### src/rtl/hif_fir_engine.sv
// rtl/hif_fir_engine.sv - NUM_TAPS-tap MAC FIR stage fed by the high-frequency sample queue.
// Optional macro HIF_FIR_ROUND_EN: round half up before the Q15 scale instead of truncating.
module hif_fir_engine #(
  parameter int NUM_TAPS = 1021,
  parameter int COEFF_W  = 16,
  parameter int ACC_W    = 42,
  parameter int TAP_AW   = 10
) (
  input  logic                      clk,
  input  logic                      rst,
  input  logic                      wrt_smpl,
  input  logic                      sequencing,
  input  logic signed [15:0]        smpl_in,
  output logic                      rd_en,
  output logic [TAP_AW-1:0]         coeff_addr,
  input  logic signed [COEFF_W-1:0] coeff_in,
  output logic signed [15:0]        filt_out,
  output logic                      filt_vld,
  output logic                      busy,
  output logic                      overrun
);

  typedef enum logic [1:0] {IDLE, FETCH, DRAIN, SCALE} state_t;

  localparam int PROD_W = 16 + COEFF_W;
  localparam logic signed [ACC_W-1:0] SAT_MAX  = 32767;
  localparam logic signed [ACC_W-1:0] SAT_MIN  = -32768;
  localparam logic [TAP_AW-1:0]       LAST_TAP = TAP_AW'(NUM_TAPS - 1);

  state_t                    state, state_nxt;
  logic [TAP_AW-1:0]         tap;
  logic                      mac_en;
  logic signed [ACC_W-1:0]   acc;
  logic signed [PROD_W-1:0]  prod_full;
  logic signed [ACC_W-1:0]   prod, sum, biased, shifted;
  logic signed [15:0]        sat;
  logic                      start, last_tap;

  assign start    = wrt_smpl && sequencing;
  assign last_tap = (tap == LAST_TAP);

  // Sample and coefficient return one cycle after the request, so mac_en trails FETCH.
  assign prod_full = smpl_in * coeff_in;
  assign prod      = {{(ACC_W-PROD_W){prod_full[PROD_W-1]}}, prod_full};
  assign sum       = mac_en ? acc + prod : acc;

`ifdef HIF_FIR_ROUND_EN
  localparam logic signed [ACC_W-1:0] HALF_LSB = 16384;
  assign biased = sum + HALF_LSB;
`else
  assign biased = sum;
`endif
  assign shifted = biased >>> 15;

  always_comb begin
    sat = shifted[15:0];
    if (shifted > SAT_MAX) sat = 16'sh7fff;
    else if (shifted < SAT_MIN) sat = -16'sh8000;
  end

  always_comb begin
    state_nxt = state;
    case (state)
      IDLE:    if (start) state_nxt = FETCH;
      FETCH:   if (last_tap) state_nxt = DRAIN;
      DRAIN:   state_nxt = SCALE;
      SCALE:   state_nxt = IDLE;
      default: state_nxt = IDLE;
    endcase
  end

  assign rd_en      = (state == FETCH);
  assign busy       = (state != IDLE);
  assign filt_vld   = (state == SCALE);
  assign coeff_addr = tap;

  // filt_out is registered as DRAIN folds in the last product, so it is valid during SCALE.
  always_ff @(posedge clk) begin
    if (rst) begin
      state    <= IDLE;
      tap      <= '0;
      mac_en   <= 1'b0;
      acc      <= '0;
      filt_out <= '0;
      overrun  <= 1'b0;
    end else begin
      state  <= state_nxt;
      mac_en <= (state == FETCH);
      if (wrt_smpl && state != IDLE) overrun <= 1'b1;
      case (state)
        IDLE: if (start) begin
          acc <= '0;
          tap <= '0;
        end
        FETCH: begin
          acc <= sum;
          tap <= last_tap ? '0 : tap + TAP_AW'(1);
        end
        DRAIN: begin
          acc      <= sum;
          filt_out <= sat;
        end
        default: ;
      endcase
    end
  end

endmodule

### config.mk
export PLATFORM = sky130hd
export DESIGN_NAME = hif_fir_engine
export DESIGN_NICKNAME = d
export VERILOG_FILES = /design/src/rtl/hif_fir_engine.sv
export SDC_FILE = /design/constraint.sdc
export NUM_CORES = 1
export LEC_CHECK = 0
export CORE_ASPECT_RATIO = 0.6
export CORE_MARGIN = 2
export CORE_UTILIZATION = 25
export DETAILED_ROUTE_END_ITERATION = 7
export GPL_ROUTABILITY_DRIVEN = 0
export HOLD_SLACK_MARGIN = 0.1
export PLACE_DENSITY = 0.42
export SYNTH_ARGS = -nofsm -noshare
export SYNTH_HDL_FRONTEND = slang
export SYNTH_SLANG_ARGS = --single-unit
### constraint.sdc
create_clock -name clk -period 24.1 [get_ports clk]
set_input_delay 3.615 -clock clk [delete_from_list [all_inputs] [get_ports clk]]
set_output_delay 3.615 -clock clk [all_outputs]
set_load 0.01 [all_outputs]
[Word-level counts from Yosys, hierarchy flattened]
Cells that the tools add are included.
Word-level totals
  logic and storage cells: 41
  bits in registers: 72
  output and inout bits: 30
  bits of input ports: 36
Operators by class
  equal/unequal tests: 7
  reductions and logical operators: 11
  multiply operators: 1
  multiplexer cells: 11
  order comparisons: 2
  add/sub/neg operators: 2
Operators with widths (count)
  42-bit two-way mux: 2
  42-bit one-hot mux with 2 select lines: 1
  42-bit by 32-bit adder with 42-bit output: 1
  16-bit by 16-bit multiplier with 32-bit output: 1
  16-bit two-way mux: 2
  27-bit by 16-bit > comparator with 1-bit output (second input constant): 1
  27-bit by 16-bit < comparator with 1-bit output (second input constant): 1
  10-bit two-way mux: 2
  10-bit one-hot mux with 2 select lines: 1
  10-bit by 1-bit adder with 10-bit output (second input constant): 1
  10-bit equality test (second input constant): 1
  2-bit one-hot mux with 4 select lines: 1
  2-bit AND reduction: 3
  2-bit nonzero test: 3
  2-bit equality test (second input constant): 2
  2-bit two-way mux: 2
  2-bit by 1-bit inequality test with 1-bit output (second input constant): 2
  3-bit AND reduction: 1
  2-bit by 1-bit equality test with 1-bit output (second input constant): 1
  1-bit logical AND: 2
  2-bit zero test: 1
  2-bit inequality test (second input constant): 1
  2-bit OR reduction: 1

[Longest topological paths before layout]
  depth in word-level cells: 6
  mapped depth: 27
  gate-level depth less buffers: 24

[Worst setup path before layout]
Ideal clock, no wire load.
  path kind: input to register
  start point: input smpl_in[15]
  end point: register filt_out[5]
  arrival time: 10.409 ns
  buffers on the path: 3
  path slack: 13.566 ns
  setup time: 0.125 ns
  stages: 26
  cells stage by stage: clkbuf_1 nand2_1 inv_1 fa_1 fa_1 inv_1 fa_1 inv_1 fa_1 fa_1 inv_1 fa_1 inv_1 ha_1 clkbuf_1 a21o_1 a221oi_2 o21ai_1 a2111oi_0 or4_1 nand4_1 nor4_1 nand4_2 o21ai_4 buf_6 o221ai_2
On the way
  word-level cells in the longest chain between the ends: 6
  elaborated cells on any way between the ends: 7
  those cells by class: 1 x add/sub; 1 x mul; 2 x order compare; 3 x mux
Ends and longest elaborated chain
  from (decl): RTL line 13  | input logic signed [15:0] smpl_in,
  16-bit by 16-bit multiplier with 32-bit output *: RTL line 43  | assign prod_full = smpl_in * coeff_in;
  42-bit by 32-bit adder with 42-bit output *: RTL line 45  | assign sum = mac_en ? acc + prod : acc;
  42-bit two-way mux *: RTL line 45
  27-bit by 16-bit < comparator with 1-bit output: RTL line 58  | else if (shifted < SAT_MIN) sat = -16'sh8000;
  16-bit two-way mux: RTL line 58
  16-bit two-way mux *: RTL line 57  | if (shifted > SAT_MAX) sat = 16'sh7fff;
  to (signal assigned): RTL line 101  | filt_out <= sat;
  to (decl): RTL line 17  | output logic signed [15:0] filt_out,
Mark *: on every way between the ends. The rest lies on a longest branch, timed or not. The select of a mux whose other input is x is not followed.
A chain may end at the register's enable or synchronous reset.

[Worst setup path in the final report]
  start point: input smpl_in[15]
  end point: register filt_out[14]
The elaborated chain is that of the path after synthesis.

==> metrics.csv <==
stage;metric;value;unit
cells_and_area;regArea;1443;um^2
clocking;tritoncts;built;
timing;slew_violations;0;
routing;drt-total-wl;48160;um
clocking;cts_root_buffer;clkbuf_16;
synthesis;synth_commonest_cells;inv_1, fa_1, nand2_1;
clocking;post_cts_buffers;0;
cells_and_area;multi_input_area;13300;um^2
routing;drc;0;
timing;final-hold-violation-count;0;
synthesis;postSynthCellCount;1833;
clocking;cts_made_buffers;9;
setup_path;cp.required;24.29;ns
cells_and_area;final_area;18300;um^2
cells_and_area;fin_cells;2701;
cells_and_area;drive_gt1_share;3.299;%
setup_path;cpPeakStageDelay;0.96;ns
job;maxCapViolCount;0;
setup_path;setup.worst_path.end;filt_out[14]$_SDFFE_PP0P_;
synthesis;synth_area_leader_cell;fa_1;
setup_path;r2r-start;acc[8]$_SDFFE_PP0P_;
setup_path;cp-start-kind;input port;
setup_path;crit_top_cell;fa_1;
outcome;status;completed;
routing;firstDrtPassIters;5;
clocking;htree_levels;3;
timing;fmax;80.95;MHz
synthesis;synth_edf_count;0;
placed_design;place_hpwl;41650;um
clocking;clock_sinks;72;
placed_design;placed_area;17990;um^2
timing;tns;0;ns
routing;avgViaCountPerCell;4.563;
synthesis;yosysMostFrequentCell;inv_1;
setup_path;path_buf_inv;6;
clocking;clkTransAtPathRegs;0.06;ns
timing;max_slew_margin;22.25;%
setup_path;regToRegEndpoint;filt_out[14]$_SDFFE_PP0P_;
hold_path;hp-class;flop to flop;
floorplan;start_util;25.45;%
global_routing;antenna_found_initial;0;
setup_path;cp.depth;24;
setup_path;critPathCaptureType;flop;
clocking;clock_path_buffers;2;
setup_path;reg2reg_slack;16.98;ns
setup_path;crit_path_max_fanout;17;
floorplan;die_area;68160;um^2
timing;holdWs;0.4717;ns
placed_design;port_buffers;65;
setup_path;critical_path_class;input port to flop;
synthesis;yosysWarnings;0;
synthesis;avgSynthCellArea;9.004;um^2
routing;vias;12324;
setup_path;crit_family;adder cells;
timing;min_period_over_period;51.26;%
synthesis;synth_area_leaders;fa_1, ha_1, inv_1, dfxtp_1, and2_1;
hold_path;hold_depth;2;
global_routing;grt_overflow;0;
timing;period_needed;12.35;ns
synthesis;synth_area;16500;um^2
cells_and_area;final_nets;2344;
timing;grt_setup_unrepaired;no;
global_routing;grt_usage;14.80;%
setup_path;crit_arrival;12.54;ns
setup_path;worstPathCellList;clkdlybuf4s50_1 > nand2_1 > inv_1 > fa_1 > fa_1 > inv_1 > fa_1 > fa_1 > inv_1 > fa_1 > inv_1 > fa_1 > inv_1 > ha_1 > and3_1 > and3_1 > a21oi_1 > o31a_1 > o211ai_1 > nand4_1 > nor3b_2 > nand4bb_1 > o21ai_4 > o221ai_1;
routing;wl_per_cell;17.83;um
floorplan;fp.dieW;335.7;um
synthesis;synthFlopType;dfxtp_1;
floorplan;io_pins;66;
synthesis;seq_area_frac_synth;8.733;%
clocking;post_cts_resize_count;0;
timing;setup_violations;0;
setup_path;critPathSlowestCell;clkdlybuf4s50_1;
setup_path;critPathLaunch;smpl_in[15];
synthesis;yosys.area.top_type_share;41.00;%
floorplan;die_h;203.0;um
cells_and_area;area_growth;10.89;%
routing;route.antenna.remaining_nets;0;
synthesis;async_flop_share;0;%
global_routing;grt_max_degree;71;
timing;fin_worst_skew;0.009704;ns
setup_path;r2r_cells;18;
clocking;cts_hold_buf;0;
global_routing;grt_pass1_wl;78490;um
floorplan;core;64860;um^2
synthesis;synth_seq_cells;72;
cells_and_area;nFillCells;6967;
floorplan;std_cell_rows;72;
clocking;clk-insertion-delay-late;0.34;ns
timing;worst_slew_pin_slew;1.161;ns
placed_design;dp_cells;2684;
global_routing;grt_pass1_vias;13254;
routing;dr.first_iter.drc_count;719;
synthesis;synth_nets;2333;
synthesis;synth.distinct_cells;83;
-- sequential cells by signal (all words and copies together) (netlist names) --
signal / cells
acc: 42
state: 2
mac_en: 1
coeff_addr: 10
overrun: 1
filt_out: 16
-- how the worst min path moves through the flow --
stage,endpoint,startpoint,slack [ns]
finish,filt_out[15]$_SDFFE_PP0P_,filt_out[15]$_SDFFE_PP0P_,0.47
global route,filt_out[15]$_SDFFE_PP0P_,filt_out[15]$_SDFFE_PP0P_,0.50
CTS,filt_out[15]$_SDFFE_PP0P_,filt_out[15]$_SDFFE_PP0P_,0.47
detailed placement,filt_out[15]$_SDFFE_PP0P_,filt_out[15]$_SDFFE_PP0P_,0.46
global placement,overrun$_SDFFE_PP0P_,overrun$_SDFFE_PP0P_,0.46
floorplan,acc[40]$_SDFFE_PP0P_,acc[40]$_SDFFE_PP0P_,0.44
-- metrics by stage --
| step | utilization (%) | setup WS, ns |
|---|---|---|
| floorplan | - | 13.57 |
| global placement | 27.74 | 11.50 |
| detailed placement | 27.74 | 11.41 |
| CTS | 28.21 | 11.72 |
| global route | 28.21 | 11.09 |
| finish | 28.22 | 11.75 |
-- placed cells by master, fill, tap and decap left out, types with 9 or more instances in the layout --
cell type	count
fa_1	338
ha_1	126
clkbuf_16	9
a21oi_1	66
nand3_1	18
and3_1	9
nand4_1	17
buf_4	9
nor3_1	17
o21bai_1	14
dfxtp_1	71
o21ai_0	25
a21o_1	19
and2_1	118
xor2_1	18
inv_1	391
o21a_1	9
a22oi_1	20
a31oi_1	10
a32oi_1	9
nor2_1	118
mux2i_1	14
clkdlybuf4s50_1	64
xnor2_1	25
nand2_1	170
-- kinds of logic (layout without fill, tap and decap cells) --
family                   after synthesis  after routing  share of synthesized area (%)
other                                  0              1                              0
AO/OA/AOI/OAI                        251            251                          11.05
AND/OR/NAND/NOR                      520            520                          15.64
adder cells (fa/ha/maj)              464            464                          50.55
flip-flops                            72             72                          8.733
XOR/XNOR                              43             43                          2.282
multiplexers                          17             17                          1.054
buffers and inverters                466            482                          10.69
-- layer usage --
metal  part of all wire [%]  vias to the layer above  GRT usage [%]
met3                    4.4                       14          2.063
met1                     59                     6338          25.79
li1                       -                     5761              -
met2                     36                      211          18.98
met5                      0                        -              0
met4                   0.32                        0          1.169
-- layout make-up --
cell class | count | share of cell area (%)
Antenna cell | 1 | 0.01367
Clock buffer | 10 | 1.306
Clock inverter | 6 | 0.3555
Inverter | 392 | 8.040
Multi-Input combinational cell | 1295 | 72.69
Sequential cell | 72 | 7.883
Tap cell | 851 | 5.818
Timing Repair Buffer | 74 | 3.897
-- worst register-to-register path, delay by kind of cell (launching register included) --
| family | cells | cell delay (ns) |
|---|---|---|
| adder cells (fa/ha/maj) | 6 | 2.69 |
| flip-flops | 1 | 0.33 |
| AND/OR/NAND/NOR | 4 | 1.55 |
| buffers and inverters | 2 | 0.09 |
| AO/OA/AOI/OAI | 6 | 2.28 |
Power is not shown: default switching activity piles up to over one toggle a cycle in this logic, so the estimate is an artifact.
